--- config.mk ---
export PLATFORM = sky130hd
export DESIGN_NAME = user_merge5to1
export DESIGN_NICKNAME = d
export VERILOG_FILES = /design/src/rtl/user_merge5to1.sv
export SDC_FILE = /design/constraint.sdc
export NUM_CORES = 1
export LEC_CHECK = 0
export CAP_MARGIN = 20
export CORE_MARGIN = 1
export CORE_UTILIZATION = 57
export DETAILED_ROUTE_END_ITERATION = 12
export GPL_TIMING_DRIVEN = 0
export HOLD_SLACK_MARGIN = 0.06
export PLACE_DENSITY = 0.9
export REMOVE_ABC_BUFFERS = 1
export SLEW_MARGIN = 5
export SYNTH_ARGS = -nofsm -noshare
export SYNTH_HDL_FRONTEND = slang
export SYNTH_SLANG_ARGS = --single-unit
--- constraint.sdc ---
create_clock -name clk_user -period 12 [get_ports clk_user]
set_clock_uncertainty 0.1 [all_clocks]
set_input_delay 2.4 -clock clk_user [delete_from_list [all_inputs] [get_ports clk_user]]
set_output_delay 2.4 -clock clk_user [all_outputs]
set_load 0.02 [all_outputs]
--- src/rtl/user_merge5to1.sv ---
// -----------------------------------------------------------------------------
// user_merge5to1
//
// User-side operator for an i5o1 leaf. It takes five 32-bit vld/ack input
// streams from leaf_interface and merges them into one vld/ack output stream
// that goes back toward the BFT.
//
// Each input has its own small FIFO, so that bursts are absorbed. A round-robin
// arbiter picks which FIFO feeds the single output register. The arbiter can
// hold a grant for up to BURST_LEN consecutive words.
//
// Parameters
//   PAYLOAD_BITS    : data width of every stream
//   FIFO_DEPTH_BITS : log2 of the per-input FIFO depth
//   BURST_LEN       : max consecutive words granted to one input (1..15)
//
// Ports
//   clk_user                       in  : user clock, rising edge
//   reset                          in  : synchronous, active-high reset
//   dout_leaf_interface2user_1..5  in  : input stream data
//   vld_interface2user_1..5        in  : input stream valid
//   ack_user2interface_1..5        out : input stream accept. It depends only
//                                        on registered FIFO occupancy and on
//                                        reset.
//   din_leaf_user2interface_1      out : merged output data (registered)
//   vld_user2interface_1           out : merged output valid (registered)
//   ack_interface2user_1           in  : downstream accept
// -----------------------------------------------------------------------------
module user_merge5to1 #(
    parameter int PAYLOAD_BITS    = 32,
    parameter int FIFO_DEPTH_BITS = 1,
    parameter int BURST_LEN       = 1
) (
    input  logic                    clk_user,
    input  logic                    reset,

    input  logic [PAYLOAD_BITS-1:0] dout_leaf_interface2user_1,
    input  logic [PAYLOAD_BITS-1:0] dout_leaf_interface2user_2,
    input  logic [PAYLOAD_BITS-1:0] dout_leaf_interface2user_3,
    input  logic [PAYLOAD_BITS-1:0] dout_leaf_interface2user_4,
    input  logic [PAYLOAD_BITS-1:0] dout_leaf_interface2user_5,
    input  logic                    vld_interface2user_1,
    input  logic                    vld_interface2user_2,
    input  logic                    vld_interface2user_3,
    input  logic                    vld_interface2user_4,
    input  logic                    vld_interface2user_5,
    output logic                    ack_user2interface_1,
    output logic                    ack_user2interface_2,
    output logic                    ack_user2interface_3,
    output logic                    ack_user2interface_4,
    output logic                    ack_user2interface_5,

    output logic [PAYLOAD_BITS-1:0] din_leaf_user2interface_1,
    output logic                    vld_user2interface_1,
    input  logic                    ack_interface2user_1
);

    localparam int              NUM_IN      = 5;
    localparam int              DEPTH       = 2 ** FIFO_DEPTH_BITS;
    localparam int              CNT_W       = FIFO_DEPTH_BITS + 1;
    localparam logic [2:0]      LAST_INPUT  = 3'd4;
    localparam logic [3:0]      BURST_LEN_C = 4'(BURST_LEN);

    // ------------------------------------------------------------------
    // Round-robin search. Offsets from base+1 up to base+5 are tried. Offset
    // 5 is base itself, so it has the lowest priority. The offsets are
    // scanned from the far end down, so the nearest non-empty input is the
    // last one written and therefore wins.
    // Return value is {found, index}.
    // ------------------------------------------------------------------
    function automatic logic [3:0] rr_search(input logic [2:0] base,
                                             input logic [7:0] nonempty);
        logic [3:0] result;
        logic [3:0] sum;
        logic [2:0] cand;
        result = 4'b0000;
        for (int off = NUM_IN; off >= 1; off--) begin
            sum    = {1'b0, base} + 4'(off);
            cand   = (sum >= 4'(NUM_IN)) ? 3'(sum - 4'(NUM_IN)) : sum[2:0];
            result = nonempty[cand] ? {1'b1, cand} : result;
        end
        return result;
    endfunction

    // ------------------------------------------------------------------
    // Input bundling
    // ------------------------------------------------------------------
    logic [PAYLOAD_BITS-1:0] in_data_s [NUM_IN];
    logic [NUM_IN-1:0]       in_vld_s;
    logic [NUM_IN-1:0]       in_ack_s;
    logic [NUM_IN-1:0]       push_s;
    logic [NUM_IN-1:0]       pop_s;
    logic [7:0]              nonempty_s;
    logic [PAYLOAD_BITS-1:0] head_s [NUM_IN];

    assign in_data_s[0] = dout_leaf_interface2user_1;
    assign in_data_s[1] = dout_leaf_interface2user_2;
    assign in_data_s[2] = dout_leaf_interface2user_3;
    assign in_data_s[3] = dout_leaf_interface2user_4;
    assign in_data_s[4] = dout_leaf_interface2user_5;
    assign in_vld_s     = {vld_interface2user_5, vld_interface2user_4,
                           vld_interface2user_3, vld_interface2user_2,
                           vld_interface2user_1};

    assign ack_user2interface_1 = in_ack_s[0];
    assign ack_user2interface_2 = in_ack_s[1];
    assign ack_user2interface_3 = in_ack_s[2];
    assign ack_user2interface_4 = in_ack_s[3];
    assign ack_user2interface_5 = in_ack_s[4];

    // The vector is widened to 8 entries so that any 3-bit grant index
    // selects a defined bit.
    assign nonempty_s[7:NUM_IN] = '0;

    // ------------------------------------------------------------------
    // Per-input FIFOs
    // ------------------------------------------------------------------
    for (genvar k = 0; k < NUM_IN; k++) begin : g_fifo
        logic [PAYLOAD_BITS-1:0]    mem_r [DEPTH];
        logic [FIFO_DEPTH_BITS-1:0] wr_ptr_r;
        logic [FIFO_DEPTH_BITS-1:0] rd_ptr_r;
        logic [CNT_W-1:0]           count_r;

        // Ready comes only from the registered count, so there is no
        // combinational path from vld to ack. A FIFO that has just filled
        // drops ack on the following cycle.
        assign in_ack_s[k]   = ~reset & (count_r < CNT_W'(DEPTH));
        assign push_s[k]     = in_vld_s[k] & in_ack_s[k];
        assign nonempty_s[k] = (count_r != '0);
        assign head_s[k]     = mem_r[rd_ptr_r];

        // FIFO storage, pointers and occupancy. Push and pop in the same
        // cycle leave the count unchanged.
        always_ff @(posedge clk_user) begin
            if (reset) begin
                wr_ptr_r <= '0;
                rd_ptr_r <= '0;
                count_r  <= '0;
            end else begin
                if (push_s[k]) begin
                    mem_r[wr_ptr_r] <= in_data_s[k];
                    wr_ptr_r        <= wr_ptr_r + FIFO_DEPTH_BITS'(1);
                end
                if (pop_s[k]) begin
                    rd_ptr_r <= rd_ptr_r + FIFO_DEPTH_BITS'(1);
                end
                case ({push_s[k], pop_s[k]})
                    2'b10:   count_r <= count_r + CNT_W'(1);
                    2'b01:   count_r <= count_r - CNT_W'(1);
                    default: count_r <= count_r;
                endcase
            end
        end
    end

    // ------------------------------------------------------------------
    // Arbiter and output register state
    // ------------------------------------------------------------------
    logic [2:0]              gnt_r;
    logic [3:0]              burst_cnt_r;
    logic                    out_vld_r;
    logic [PAYLOAD_BITS-1:0] out_data_r;

    logic                    slot_free_s;
    logic [3:0]              search_s;
    logic                    hold_s;
    logic                    win_found_s;
    logic [2:0]              win_idx_s;
    logic [PAYLOAD_BITS-1:0] win_data_s;

    logic [2:0]              gnt_next_s;
    logic [3:0]              burst_next_s;
    logic                    out_vld_next_s;
    logic [PAYLOAD_BITS-1:0] out_data_next_s;

    assign slot_free_s = ~out_vld_r | ack_interface2user_1;

    // Winner selection. A burst_cnt of zero means that no burst owner exists
    // yet, which is the state right after reset. In that case the hold path
    // is skipped, and the search from gnt=5 makes input 1 the first
    // candidate.
    always_comb begin
        search_s = rr_search(gnt_r, nonempty_s);
        if ((burst_cnt_r != 4'd0) && (burst_cnt_r < BURST_LEN_C) && nonempty_s[gnt_r]) begin
            hold_s      = 1'b1;
            win_found_s = 1'b1;
            win_idx_s   = gnt_r;
        end else begin
            hold_s      = 1'b0;
            win_found_s = search_s[3];
            win_idx_s   = search_s[2:0];
        end
    end

    // Select the head word of the winning FIFO.
    always_comb begin
        win_data_s = '0;
        for (int k = 0; k < NUM_IN; k++) begin
            win_data_s = win_data_s | (head_s[k] & {PAYLOAD_BITS{win_idx_s == 3'(k)}});
        end
    end

    // Next state of the grant, the burst counter and the output register.
    // Nothing is popped unless the output slot is free.
    always_comb begin
        gnt_next_s      = gnt_r;
        burst_next_s    = burst_cnt_r;
        out_vld_next_s  = out_vld_r;
        out_data_next_s = out_data_r;
        pop_s           = '0;
        if (slot_free_s) begin
            if (win_found_s) begin
                pop_s           = NUM_IN'(1) << win_idx_s;
                out_vld_next_s  = 1'b1;
                out_data_next_s = win_data_s;
                gnt_next_s      = win_idx_s;
                burst_next_s    = hold_s ? (burst_cnt_r + 4'd1) : 4'd1;
            end else begin
                out_vld_next_s  = 1'b0;
            end
        end else begin
            pop_s = '0;
        end
    end

    // State register for the arbiter and the output stage.
    always_ff @(posedge clk_user) begin
        if (reset) begin
            gnt_r       <= LAST_INPUT;
            burst_cnt_r <= 4'd0;
            out_vld_r   <= 1'b0;
            out_data_r  <= '0;
        end else begin
            gnt_r       <= gnt_next_s;
            burst_cnt_r <= burst_next_s;
            out_vld_r   <= out_vld_next_s;
            out_data_r  <= out_data_next_s;
        end
    end

    assign din_leaf_user2interface_1 = out_data_r;
    assign vld_user2interface_1      = out_vld_r;

endmodule

==> impl_metrics.env <==
export IMPL_status="completed"
export IMPL_syn_area_per_cell_um2=14.5
export IMPL_post_place_cells=1645
export IMPL_cts_sinks=381
export IMPL_antenna_found_initial=6
export IMPL_dieHeight_um=170
export IMPL_synthDistinctLibCells=75
export IMPL_num_nets_final=1490
export IMPL_clock_path_buffers=3
export IMPL_yosysWarnings=0
export IMPL_starting_density_of_the_core_pct=57.9
export IMPL_io_buffers=205
export IMPL_coreArea_um2=27700
export IMPL_worst_path_stages=4
export IMPL_first_global_vias=11252
export IMPL_timing_hold_worst_start="g_fifo[0].rd_ptr_r"
export IMPL_place_gp_congestion=0.829
export IMPL_count_of_final_hold_check_violations=0
export IMPL_detailedPlace_worstSlack_ns=5.61
export IMPL_final_common_cell="sky130_fd_sc_hd__edfxtp_1"
export IMPL_final_std_cells_w_o_fill=1721
export IMPL_achievable_frequency_mhz=156
export IMPL_final_max_slew_violation_count=0
export IMPL_routed_via_density=6.17
export IMPL_cts_root_buf="sky130_fd_sc_hd__clkbuf_16"
export IMPL_worstSetupEndpointType="output port"
export IMPL_post_cts_hold_buffer_count=0
export IMPL_cts_tree="done"
export IMPL_floorplan_die_area_um2=28800
export IMPL_post_synth_top_area_cell="sky130_fd_sc_hd__edfxtp_1"
export IMPL_detailed_route_via_count=10623
export IMPL_finalCritPeriodShare_pct=53.4
export IMPL_synthTopCellsByArea="sky130_fd_sc_hd__edfxtp_1 60%, sky130_fd_sc_hd__dfxtp_1 7.6%, sky130_fd_sc_hd__mux2_2 6.7%"
export IMPL_synth_top_flop_cell="sky130_fd_sc_hd__edfxtp_1"
export IMPL_count_of_state_elements_after_synthesis=381
export IMPL_htree_levels=2
export IMPL_worst_path_max_delay_cell="sky130_fd_sc_hd__clkdlybuf4s50_1"
export IMPL_regToRegSetupSlack_ns=6.11
export IMPL_worstPathArrival_ns=3.91
export IMPL_path_cells="buf_2 -> buf_12 -> nor2_1 -> clkdlybuf4s50_1"
export IMPL_syn_inst=1110
export IMPL_clkLatencyLatePin_ns=0.51
export IMPL_placementRows=61
export IMPL_reg2reg_from="gnt_r[0]"
export IMPL_total_routing_resource_utilization_after_global_routing_pct=29.8
export IMPL_post_drt_wl_per_cell_um=24.6
export IMPL_die_width_um=170
export IMPL_cap_viol_max_count=0
export IMPL_timing_setup_tns_ns=0
export IMPL_minimum_period_implied_by_the_final_worst_setup_slack_ns=6.41
export IMPL_path_clk_slew_ns=0.06
export IMPL_crit_family="buffers and inverters"
export IMPL_setup_viol=0
export IMPL_worst_path_buf_inv=3
export IMPL_reg2reg_depth=13
export IMPL_final_util_pct=72.6
export IMPL_cts_repair_resized=0
export IMPL_synth_edf_count=320
export IMPL_cp_required_ns=9.50
export IMPL_postLayoutSetupSlackWorst_ns=5.59
export IMPL_path_max_fanout=45
export IMPL_worstSetupStartpointType="input port"
export IMPL_worst_pin_slew_ns=1.12
export IMPL_antenna_violating_nets_post_route=0
export IMPL_slew_margin_rel_pct=25.2
export IMPL_post_route_drc_count=0
export IMPL_cts_inserted_buffers=38
export IMPL_synth_sequential_area_ratio_pct=67.5
export IMPL_most_frequent_cells_in_the_layout="320 x sky130_fd_sc_hd__edfxtp_1, 204 x sky130_fd_sc_hd__clkdlybuf4s50_1, 96 x sky130_fd_sc_hd__mux2_2"
export IMPL_wl_um=42300
export IMPL_whs_path_depth=2
export IMPL_synth_top_cell_area_share_pct=59.9
export IMPL_synth_async_sr_flop_share_pct=0
export IMPL_mappedNetlistArea_um2=16000
export IMPL_hold_path_class="reg2reg"
export IMPL_criticalPathCategory="in2out"
export IMPL_grt_overflow_total=0
export IMPL_drt_pass1_iter_count=5
export IMPL_maximum_number_of_pins_on_one_net_before_global_route_repair=71
export IMPL_hold_path_end="g_fifo[0].rd_ptr_r"
export IMPL_r2r_end="g_fifo[0].count_r[1]"
export IMPL_area_growth_syn_to_layout_pct=25.4
export IMPL_layout_drive_gt1_share_pct=15.9
export IMPL_dpl_hpwl_um=28300
export IMPL_slowest_delay_ns=0.67
export IMPL_unrepaired_setup_endpoints_after_global_routing="false"
export IMPL_ios=206
export IMPL_dr_first_iter_drc_count=1112
export IMPL_postCtsSetupRepairBufs=0
export IMPL_grt_first_pass_wirelength_um=63200
[through the flow]
stage	hold WS, ns	instance area, um2
floorplan	0.362	15700
global placement	0.372	18200
detailed placement	0.395	18900
CTS	0.404	20100
global route	0.443	20100
finish	0.405	20100
[tightest hold or removal path: stages (launching register included)]
cell and delay (ns):
sky130_fd_sc_hd__dfxtp_1 0.31, sky130_fd_sc_hd__o31ai_1 0.08, sky130_fd_sc_hd__a21oi_1 0.06
[sequential cells by signal (all words and copies together) (netlist names), named ones only]
name and flops:
g_fifo.mem_r 320, din_leaf_user2interface_1 32, g_fifo.count_r 10, g_fifo.rd_ptr_r 5, g_fifo.wr_ptr_r 5, gnt_r 3, vld_user2interface_1 1
[cells in the mapped netlist, types with 3 or more instances]
cell,instances
sky130_fd_sc_hd__buf_6,4
sky130_fd_sc_hd__ha_1,14
sky130_fd_sc_hd__o21ai_0,16
sky130_fd_sc_hd__nand3_1,88
sky130_fd_sc_hd__nand2_1,71
sky130_fd_sc_hd__or3_1,6
sky130_fd_sc_hd__xnor2_1,11
sky130_fd_sc_hd__o21ai_1,3
sky130_fd_sc_hd__o31ai_1,3
sky130_fd_sc_hd__mux2i_1,72
sky130_fd_sc_hd__buf_1,3
sky130_fd_sc_hd__xor2_1,13
sky130_fd_sc_hd__dfxtp_1,61
sky130_fd_sc_hd__a311oi_2,3
sky130_fd_sc_hd__a21oi_1,43
sky130_fd_sc_hd__nand2b_1,5
sky130_fd_sc_hd__a31oi_1,7
sky130_fd_sc_hd__and3_1,5
sky130_fd_sc_hd__o21bai_1,27
sky130_fd_sc_hd__edfxtp_1,320
sky130_fd_sc_hd__nor3b_1,6
sky130_fd_sc_hd__nor2b_1,6
sky130_fd_sc_hd__mux2_2,96
sky130_fd_sc_hd__clkbuf_1,39
sky130_fd_sc_hd__nor2_1,46
sky130_fd_sc_hd__o22ai_1,4
sky130_fd_sc_hd__inv_1,8
sky130_fd_sc_hd__a211oi_1,5
sky130_fd_sc_hd__a41oi_1,26
sky130_fd_sc_hd__o211ai_1,7
sky130_fd_sc_hd__or2_2,5
sky130_fd_sc_hd__buf_2,24
sky130_fd_sc_hd__o31a_1,6
sky130_fd_sc_hd__nor3_1,10
[how the worst max path moves through the flow]
stage,startpoint,endpoint,slack [ns]
2_1_floorplan,gnt_r[0],g_fifo[2].count_r[1],6.57
3_3_place_gp,reset,g_fifo[1].mem_r[0][24],3.64
3_5_place_dp,reset,ack_user2interface_2,5.61
4_1_cts,reset,ack_user2interface_2,5.60
5_1_grt,reset,ack_user2interface_2,5.53
6_report,reset,ack_user2interface_2,5.59
[routing by layer]
metal  wire, um  part of all wire, %  vias up  GRT usage, %
met5          0                    0        -             0
met4       1800                  4.3        0          15.8
met3       3470                  8.2      124          4.41
met2      21600                   51      575          52.2
met1      15400                   36     5247          35.5
li1           -                    -     4677             -
[logic make-up after synthesis]
| group | after synthesis | share of synthesized area, % |
|---|---|---|
| buffers and inverters | 79 | 2.25 |
| XOR/XNOR | 24 | 1.31 |
| multiplexers | 168 | 11.2 |
| AND/OR/NAND/NOR | 266 | 8.20 |
| AO/OA/AOI/OAI | 177 | 8.28 |
| flip-flops | 381 | 67.5 |
| adder cells (fa/ha/maj) | 15 | 1.22 |
[area by class of cell]
class,count,area (um2)
clock buffer,64,1120
clock inverter,5,77.6
multi-input combinational,650,4930
inverter,8,30.0
timing repair buffer,228,2640
fill,1703,7580
tap,378,473
antenna,7,17.5
sequential,381,10800
Power is not shown: default switching activity piles up to over one toggle a cycle in this logic, so the estimate is an artifact.
